===== src/rtl/bsg_manycore_out_credit_tracker.sv =====
// Per-tile outstanding remote-store tracker with throttling, sticky error flags
// and a fence handshake that completes once every store has been acknowledged.
module bsg_manycore_out_credit_tracker #(
  parameter int unsigned x_cord_width_p      = 4,
  parameter int unsigned y_cord_width_p      = 4,
  parameter int unsigned max_out_credits_p   = 16,
  parameter int unsigned ret_fifo_els_p      = 2,
  localparam int unsigned ret_packet_width_lp = 5 + x_cord_width_p + y_cord_width_p,
  localparam int unsigned cnt_width_lp        = $clog2(max_out_credits_p + 1)
) (
  input  logic                           clk_i,
  input  logic                           reset_i,
  input  logic                           store_fire_i,
  output logic                           credit_avail_o,
  input  logic                           ret_v_i,
  input  logic [ret_packet_width_lp-1:0] ret_data_i,
  output logic                           ret_ready_o,
  input  logic [x_cord_width_p-1:0]      my_x_i,
  input  logic [y_cord_width_p-1:0]      my_y_i,
  input  logic                           fence_v_i,
  output logic                           fence_yumi_o,
  output logic [cnt_width_lp-1:0]        out_credits_o,
  output logic [2:0]                     err_o
);

  localparam int unsigned coord_width_lp = x_cord_width_p + y_cord_width_p;
  localparam int unsigned ptr_width_lp   = $clog2(ret_fifo_els_p);
  localparam int unsigned occ_width_lp   = $clog2(ret_fifo_els_p + 1);

  typedef enum logic [1:0] {e_idle, e_wait, e_done} state_e;

  state_e                    state_r, state_n;
  logic                      yumi_r;
  logic [cnt_width_lp-1:0]   cnt_r, cnt_n;
  logic [2:0]                err_r, err_n;

  logic [coord_width_lp-1:0] fifo_mem_r [ret_fifo_els_p];
  logic [ptr_width_lp-1:0]   rd_ptr_r, wr_ptr_r;
  logic [occ_width_lp-1:0]   occ_r;
  logic                      fifo_v, enq;
  logic [coord_width_lp-1:0] head;
  logic [4:0]                unused_pad;

  function automatic logic [ptr_width_lp-1:0] ptr_inc(input logic [ptr_width_lp-1:0] p);
    return (p == ptr_width_lp'(ret_fifo_els_p - 1)) ? '0 : p + ptr_width_lp'(1);
  endfunction

  // Return packets carry only coordinates of interest; the pad field is ignored.
  assign unused_pad  = ret_data_i[ret_packet_width_lp-1 -: 5];
  assign fifo_v      = (occ_r != '0);
  assign ret_ready_o = (occ_r != occ_width_lp'(ret_fifo_els_p));
  assign enq         = ret_v_i & ret_ready_o;
  assign head        = fifo_mem_r[rd_ptr_r];

  // Return buffer storage; contents are don't-care while not counted by occ_r.
  always_ff @(posedge clk_i) begin
    if (enq) fifo_mem_r[wr_ptr_r] <= ret_data_i[coord_width_lp-1:0];
  end

  // Return buffer pointers; the head is drained every cycle it is valid.
  always_ff @(posedge clk_i) begin
    if (reset_i) begin
      rd_ptr_r <= '0;
      wr_ptr_r <= '0;
      occ_r    <= '0;
    end else begin
      if (enq)    wr_ptr_r <= ptr_inc(wr_ptr_r);
      if (fifo_v) rd_ptr_r <= ptr_inc(rd_ptr_r);
      occ_r <= occ_r + occ_width_lp'(enq) - occ_width_lp'(fifo_v);
    end
  end

  // Credit counter and sticky error flags.
  always_comb begin
    cnt_n = cnt_r;
    err_n = err_r;
    if (fifo_v && (head != {my_y_i, my_x_i})) err_n[2] = 1'b1;
    if (store_fire_i && !fifo_v) begin
      if (cnt_r == cnt_width_lp'(max_out_credits_p)) err_n[1] = 1'b1;
      else                                           cnt_n = cnt_r + cnt_width_lp'(1);
    end else if (!store_fire_i && fifo_v) begin
      if (cnt_r == '0) err_n[0] = 1'b1;
      else             cnt_n = cnt_r - cnt_width_lp'(1);
    end
  end

  // Fence sequencing: wait for quiescence, then acknowledge once.
  always_comb begin
    state_n = state_r;
    case (state_r)
      e_idle:  if (fence_v_i) state_n = e_wait;
      e_wait:  if ((cnt_r == '0) && !store_fire_i && !fifo_v) state_n = e_done;
      e_done:  state_n = e_idle;
      default: state_n = e_idle;
    endcase
  end

  always_ff @(posedge clk_i) begin
    if (reset_i) begin
      state_r <= e_idle;
      yumi_r  <= 1'b0;
      cnt_r   <= '0;
      err_r   <= '0;
    end else begin
      state_r <= state_n;
      yumi_r  <= (state_n == e_done);
      cnt_r   <= cnt_n;
      err_r   <= err_n;
    end
  end

  assign credit_avail_o = (cnt_r < cnt_width_lp'(max_out_credits_p)) && (state_r == e_idle);
  assign fence_yumi_o   = yumi_r;
  assign out_credits_o  = cnt_r;
  assign err_o          = err_r;

endmodule


===== config.mk =====
export PLATFORM = sky130hd
export DESIGN_NAME = bsg_manycore_out_credit_tracker
export DESIGN_NICKNAME = d
export VERILOG_FILES = /design/src/rtl/bsg_manycore_out_credit_tracker.sv
export SDC_FILE = /design/constraint.sdc
export NUM_CORES = 1
export LEC_CHECK = 0
export ABC_AREA = 1
export CORE_ASPECT_RATIO = 1.75
export CORE_UTILIZATION = 48
export DETAILED_ROUTE_END_ITERATION = 8
export GPL_TIMING_DRIVEN = 0
export PLACE_DENSITY = 0.78
export SLEW_MARGIN = 20
export SYNTH_ARGS = -nofsm -noshare
export SYNTH_HDL_FRONTEND = slang
export SYNTH_SLANG_ARGS = --single-unit

===== constraint.sdc =====
create_clock -name clk_i -period 1.9 [get_ports clk_i]
set_input_delay 0.285 -clock clk_i [delete_from_list [all_inputs] [get_ports clk_i]]
set_output_delay 0.285 -clock clk_i [all_outputs]
set_load 0.005 [all_outputs]

==> flow_summary.yaml, run 1 <==
layout:
  drive_above_1_share: 0.0670
  area_delta_synth_final_pct: 29.1
  postLayoutCellArea_sq_mm: 0.00195
  nets: 241
  antenna_cells: 0
  utilization: 0.659
sta:
  layout_min_cycle_time_ps: 1800
  hold_viol_final: 0
  grt_setup_unrepaired: "no"
  relSlewSlack: 0.506
  finalCritPeriodShare: 0.948
  worstMarginPinSlew_ps: 738
  setup_viol: 0
  maxSlewViolCount: 0
  fmax_ghz: 0.555
  fin_skew_ps: 7.05
setup_path:
  crit_buf_inv: 2
  arrival_ps: 1970
  critPathSlowestCell: "clkdlybuf4s50_1"
  path_class: "primary input to register"
  setup.worst_path.start_class: "primary input"
  r2r.worst_path.cells: 8
  crit_path_max_fanout: 4
  worstPathRequired_ps: 2060
  worst-r2r-setup-slack_ps: 120
  cp_top_family: "buffers and inverters"
  worstReg2RegStart: "occ_r[1]$_SDFF_PP0_"
  r2r_end: "out_credits_o[4]$_SDFFE_PP0P_"
  setup.worst_path.end_class: "register"
  crit_top_cell: "a21oi_1"
  cpPeakStageDelay_ps: 520
  path_cells: "clkdlybuf4s50_1 -> ha_2 -> inv_1 -> ha_1 -> a21oi_1 -> nand2_1 -> xor2_1 -> a21oi_1"
hold_path:
  hp-class: "primary input to register"
  min_path_cells: 2
  min_to: "err_o[2]$_SDFFE_PP0P_"
  min_from: "reset_i"
clocking:
  clockBufferDepth: 2
  cts-htree-levels: 2
  clk_pin_slew_worst_paths_ps: 60
  cts-root-buf: "clkbuf_8"
  hold_buffers: 0
  cts_tree: "done"
  cts_made_buffers: 5
  postCtsSetupBuffers: 0
  clock_sink_count: 32
  clk_latency_ps: 290
run_status:
  outcome: "completed"
yosys:
  yosysSeqAreaShare: 0.530
  ys_seq_elements: 32
  synthesis.nets: 204
  synthesis.area_sq_mm: 0.00151
  ys_warn_count: 0
  synth_cells: 171
  syn_area_per_cell_sq_um: 8.84
  synth_top_area_frac: 0.318
  synth.area.top_cells: "edfxtp_1 (32%), dfxtp_1 (21%), nand2_1 (13%)"
  ys_types: 21
  yosys.area.top_type: "edfxtp_1"
power_and_ir_drop:
  ir_drop_v: 0.000738
  powerDensity_mw_per_mm2: 969
  p_leak_nw: 0.857
placed_design:
  postPlaceCellArea_sq_mm: 0.00186
  portBuffers: 30
  place_congestion: 0.743
  hpwl_mm: 2.40
grt:
  antenna_found_initial: 0
  gr-total-overflow: 0
  first_global_vias: 1192
  grt_max_degree: 11
  grt_pass1_wl_mm: 4.95
  grtUsageTotal: 0.201
floorplan:
  die_area_sq_mm: 0.00339
  ios: 37
  die_x_um: 44.4
  rows: 26
  die_h_um: 76.2
  start_util: 0.511
  core-area_sq_mm: 0.00296
drt:
  vias: 1233
  first_pass_iters: 4
  ant_nets: 0
  remaining_drc_errors: 0
  routed_wl_mm: 3.09
  routedWlPerCell_um: 12.3
  drtIter0Drc: 37
  routed_via_density: 4.91
flow_run:
  maxCapViolations: 0
timing repair:
action	in CTS	in global routing
endpoints found under the setup margin	0	2
resized for setup	0	2
endpoints found under the hold margin	0	0
stage by stage:
stage	power, W	setup slack [ps]	TNS (ps)	hold slack [ps]	cells
2_1_floorplan	0.00118	269	0	384	171
3_3_place_gp	0.00136	-83.2	-193	432	243
3_5_place_dp	0.00140	-207	-487	445	243
4_1_cts	0.00190	30.9	0	224	251
5_1_grt	0.00199	14.0	0	236	251
6_report	0.00189	98.6	0	231	251
flip-flops by register name (all words and copies together) (netlist names), named ones only:
register / count
state_r: 2
wr_ptr_r: 1
fifo_mem_r: 16
out_credits_o: 5
fence_yumi_o: 1
occ_r: 2
err_o: 3
rd_ptr_r: 1
how the worst max path moves through the flow:
stage | depth (start not counted) | end | slack, ps | startpoint
after floorplan | 8 | out_credits_o[4]$_SDFFE_PP0P_ | 270 | occ_r[1]$_SDFF_PP0_
after global placement | 8 | out_credits_o[3]$_SDFFE_PP0P_ | -80 | store_fire_i
after detailed placement | 8 | out_credits_o[4]$_SDFFE_PP0P_ | -210 | store_fire_i
after CTS | 8 | out_credits_o[4]$_SDFFE_PP0P_ | 30 | occ_r[1]$_SDFF_PP0_
after global routing | 8 | out_credits_o[4]$_SDFFE_PP0P_ | 10 | store_fire_i
final | 8 | out_credits_o[4]$_SDFFE_PP0P_ | 100 | store_fire_i
cells in the mapped netlist:
library cell / count
nand2_1: 53
inv_1: 21
dfxtp_1: 16
edfxtp_1: 16
nor2_1: 15
a21oi_1: 12
nand3_1: 7
ha_1: 6
nand3b_1: 6
o21ai_0: 5
xnor2_1: 3
nor3_1: 2
a211oi_2: 1
a21oi_4: 1
buf_4: 1
buf_6: 1
fa_1: 1
inv_6: 1
nand2_2: 1
o32ai_1: 1
xor2_1: 1
cell usage in the layout (no fill, tap or decap), types with 3 or more instances in the layout:
master,synthesis,routed
inv_1,21,21
dfxtp_1,16,16
nand3_1,7,7
nand2_1,53,53
xnor2_1,3,3
nor2_1,15,14
clkbuf_8,0,5
nand3b_1,6,6
ha_1,6,5
a21oi_1,12,12
o21ai_0,5,5
edfxtp_1,16,16
clkdlybuf4s50_1,0,30
logic make-up after synthesis:
logic type | share of synthesized area
simple gates | 0.233
flops | 0.530
buf+inv | 0.0704
compound gates | 0.0811
fa+ha+maj | 0.0629
xor+xnor | 0.0232
power by group:
part	leakage, nW	total (W)	switching (W)	internal (W)
Combinational	0.533	0.000534	0.000267	0.000267
Clock	0.0422	0.000492	0.000236	0.000256
Sequential	0.282	0.000864	0.0000674	0.000796
layer usage:
metal  track usage  vias up  part of all wire
li1              -      628                 -
met1         0.178      558              0.37
met2         0.359       36              0.55
met3        0.0687       11             0.047
met4         0.121        0             0.033
met5             0        -                 0
final cells by class:
cell class,count,area (sq um)
Tap cell,42,52.6
Inverter,22,87.6
Multi-Input combinational cell,115,609
Clock inverter,1,5.00
Buffer,2,18.8
Fill cell,236,1010
Timing Repair Buffer,30,300
Clock buffer,7,76.3
Sequential cell,32,801
worst reg2reg max path: stages, from the launching register on:
cell,delay [ps]
dfxtp_1,330
nor2_2,170
ha_2,240
inv_1,110
ha_1,340
a21oi_1,180
nand2_1,80
xor2_1,140
a21oi_1,80
Power figures use the tool's default switching activity.
==> run 2: changes to the inputs <==
Settings changed: CORE_UTILIZATION 48 to 30, PLACE_DENSITY 0.78 to 0.64, REMOVE_ABC_BUFFERS from default to 1.
==> run 2 against run 1 <==
  * First-iteration DRC count shrank 46%
  * Critical path depth unchanged
  * Non-clock buffer count down 1
  * Final cell count is 3.6% higher
  * Power up 4.9%
  * Routed wire length fell by 11%
==> flow_summary.yaml, run 2 (synthesis gave the netlist of run 1 again) <==
placed_design:
  hpwl_mm: 2.14
  portBuffers: 31
  postPlaceCellArea_sq_mm: 0.00187
  place_congestion: 0.774
floorplan:
  ios: 37
  die_h_um: 95.9
  core-area_sq_mm: 0.00475
  rows: 33
  die_area_sq_mm: 0.00534
  die_x_um: 55.7
  start_util: 0.318
drt:
  first_pass_iters: 4
  ant_nets: 0
  routed_wl_mm: 2.75
  routedWlPerCell_um: 10.6
  remaining_drc_errors: 0
  routed_via_density: 4.48
  vias: 1164
  drtIter0Drc: 20
layout:
  postLayoutCellArea_sq_mm: 0.00198
  area_delta_synth_final_pct: 31.0
  layout_commonest_cell: "nand2_1"
  num-fill-cells: 468
  drive_above_1_share: 0.0625
  final_cell_mix: "nand2_1 (53), clkdlybuf4s50_1 (31), inv_1 (21), dfxtp_1 (16), edfxtp_1 (16)"
  top_register: "fifo_mem_r"
  nets: 240
  antenna_cells: 0
  largest_reg_flops: 16
grt:
  grt_max_degree: 11
  met3_usage: 0.0228
  gr-total-overflow: 0
  grtUsageTotal: 0.109
  met1_usage: 0.103
  grt.met2_usage: 0.213
  grt.busiest_layer: "met2"
  antenna_found_initial: 0
  first_global_vias: 1092
  grt_pass1_wl_mm: 4.48
setup_path:
  setup.worst_path.start_class: "register"
  startpoint: "occ_r[1]$_SDFF_PP0_"
  r2r_end: "out_credits_o[4]$_SDFFE_PP0P_"
  crit_path_max_fanout: 4
  worstPathRequired_ps: 2050
  crit_path_end: "out_credits_o[4]$_SDFFE_PP0P_"
  worstReg2RegStart: "occ_r[1]$_SDFF_PP0_"
  setup.worst_path.end_class: "register"
  r2r.worst_path.cells: 8
  worst-r2r-setup-slack_ps: 180
  arrival_ps: 1870
  path_class: "register to register"
power_and_ir_drop:
  p_sw_w: 0.000538
  pwr-share-clk: 0.310
  p_int_w: 0.00144
  combPwrFrac: 0.253
  sequentialPowerShare: 0.436
  swShare: 0.271
  ir_drop_v: 0.000693
  powerDensity_mw_per_mm2: 1000
  p_leak_nw: 0.863
clocking:
  cts-htree-levels: 2
  clk_pin_slew_worst_paths_ps: 60
  cts-root-buf: "clkbuf_8"
  clock_sink_count: 32
  postCtsSetupBuffers: 0
  clk_latency_ps: 270
  clockBufferDepth: 2
  cts_made_buffers: 5
  cts_tree: "done"
hold_path:
  min_from: "err_o[1]$_SDFFE_PP0P_"
  min_path_cells: 2
  hp-class: "register to register"
sta:
  finalCritPeriodShare: 0.906
  fmax_ghz: 0.581
  worstMarginPinSlew_ps: 734
  maxSlewViolCount: 0
  layout_min_cycle_time_ps: 1720
  grt_setup_unrepaired: "no"
  fin_hold_ws_ps: 455
  setup_viol: 0
  relSlewSlack: 0.509
  fin_skew_ps: 3.08
  hold_viol_final: 0
flow_run:
  maxCapViolations: 0
run_status:
  outcome: "completed"
==> run 2: changes by cell type in the layout (fill, tap and decap cells not counted) <==
cell | before | now
buf_4 | 1 | 0
clkdlybuf4s50_1 | 30 | 31
bufinv_16 | 0 | 1
buf_6 | 1 | 0
clkbuf_1 | 2 | 1
==> run 2: worst max-delay path: stages (launching register included) <==
cell and delay, ps:
dfxtp_1 330, nor2_2 160, ha_2 230, inv_1 100
fa_1 410, nand3_1 100, nand2_1 60, xor2_1 140
a21oi_1 80
==> run 2: metal layers <==
metal | vias up | routed length, um
li1 | 629 | -
met4 | 0 | 59
met2 | 22 | 1500
met3 | 5 | 113
met1 | 508 | 1080
met5 | - | 0
==> run 2: layout make-up <==
cell class / count / area [sq um] / area share
clock buffer: 6 / 72.6 / 0.0366
inverter: 22 / 87.6 / 0.0442
clock inverter: 2 / 35.0 / 0.0177
multi-input combinational: 115 / 609 / 0.308
sequential: 32 / 801 / 0.404
tap: 52 / 65.1 / 0.0328
timing repair buffer: 31 / 310 / 0.157
==> run 2: through the flow <==
step / power, W / setup TNS [ps] / setup WS, ps / utilization / cells
floorplan: 0.00118 / 0 / 269 / - / 169
global placement: 0.00137 / -304 / -136 / 0.393 / 252
detailed placement: 0.00138 / -312 / -127 / 0.393 / 252
CTS: 0.00201 / 0 / 75.1 / 0.416 / 260
global route: 0.00211 / 0 / 12.9 / 0.417 / 260
finish: 0.00198 / 0 / 178 / 0.417 / 260
==> run 2: worst min path at each step <==
| stage | endpoint |
|---|---|
| floorplan | err_o[1]$_SDFFE_PP0P_ |
| global placement | occ_r[1]$_SDFF_PP0_ |
| detailed placement | occ_r[1]$_SDFF_PP0_ |
| global route | register |
| CTS | occ_r[1]$_SDFF_PP0_ |
| finish | err_o[1]$_SDFFE_PP0P_ |
==> run 2: what timing repair did <==
item                       4_1_cts  5_1_grt
setup endpoints to repair        0        2
hold buffers                     0        0
resized for setup                0        2
==> run 2: power by group through the flow <==
stage | logic (W) | clock network, W | registers [W]
2_1_floorplan | 0.000308 | 0 | 0.000868
3_3_place_gp | 0.000494 | 0 | 0.000880
3_5_place_dp | 0.000503 | 0 | 0.000878
4_1_cts | 0.000507 | 0.000636 | 0.000865
5_1_grt | 0.000566 | 0.000672 | 0.000875
6_report | 0.000503 | 0.000615 | 0.000865
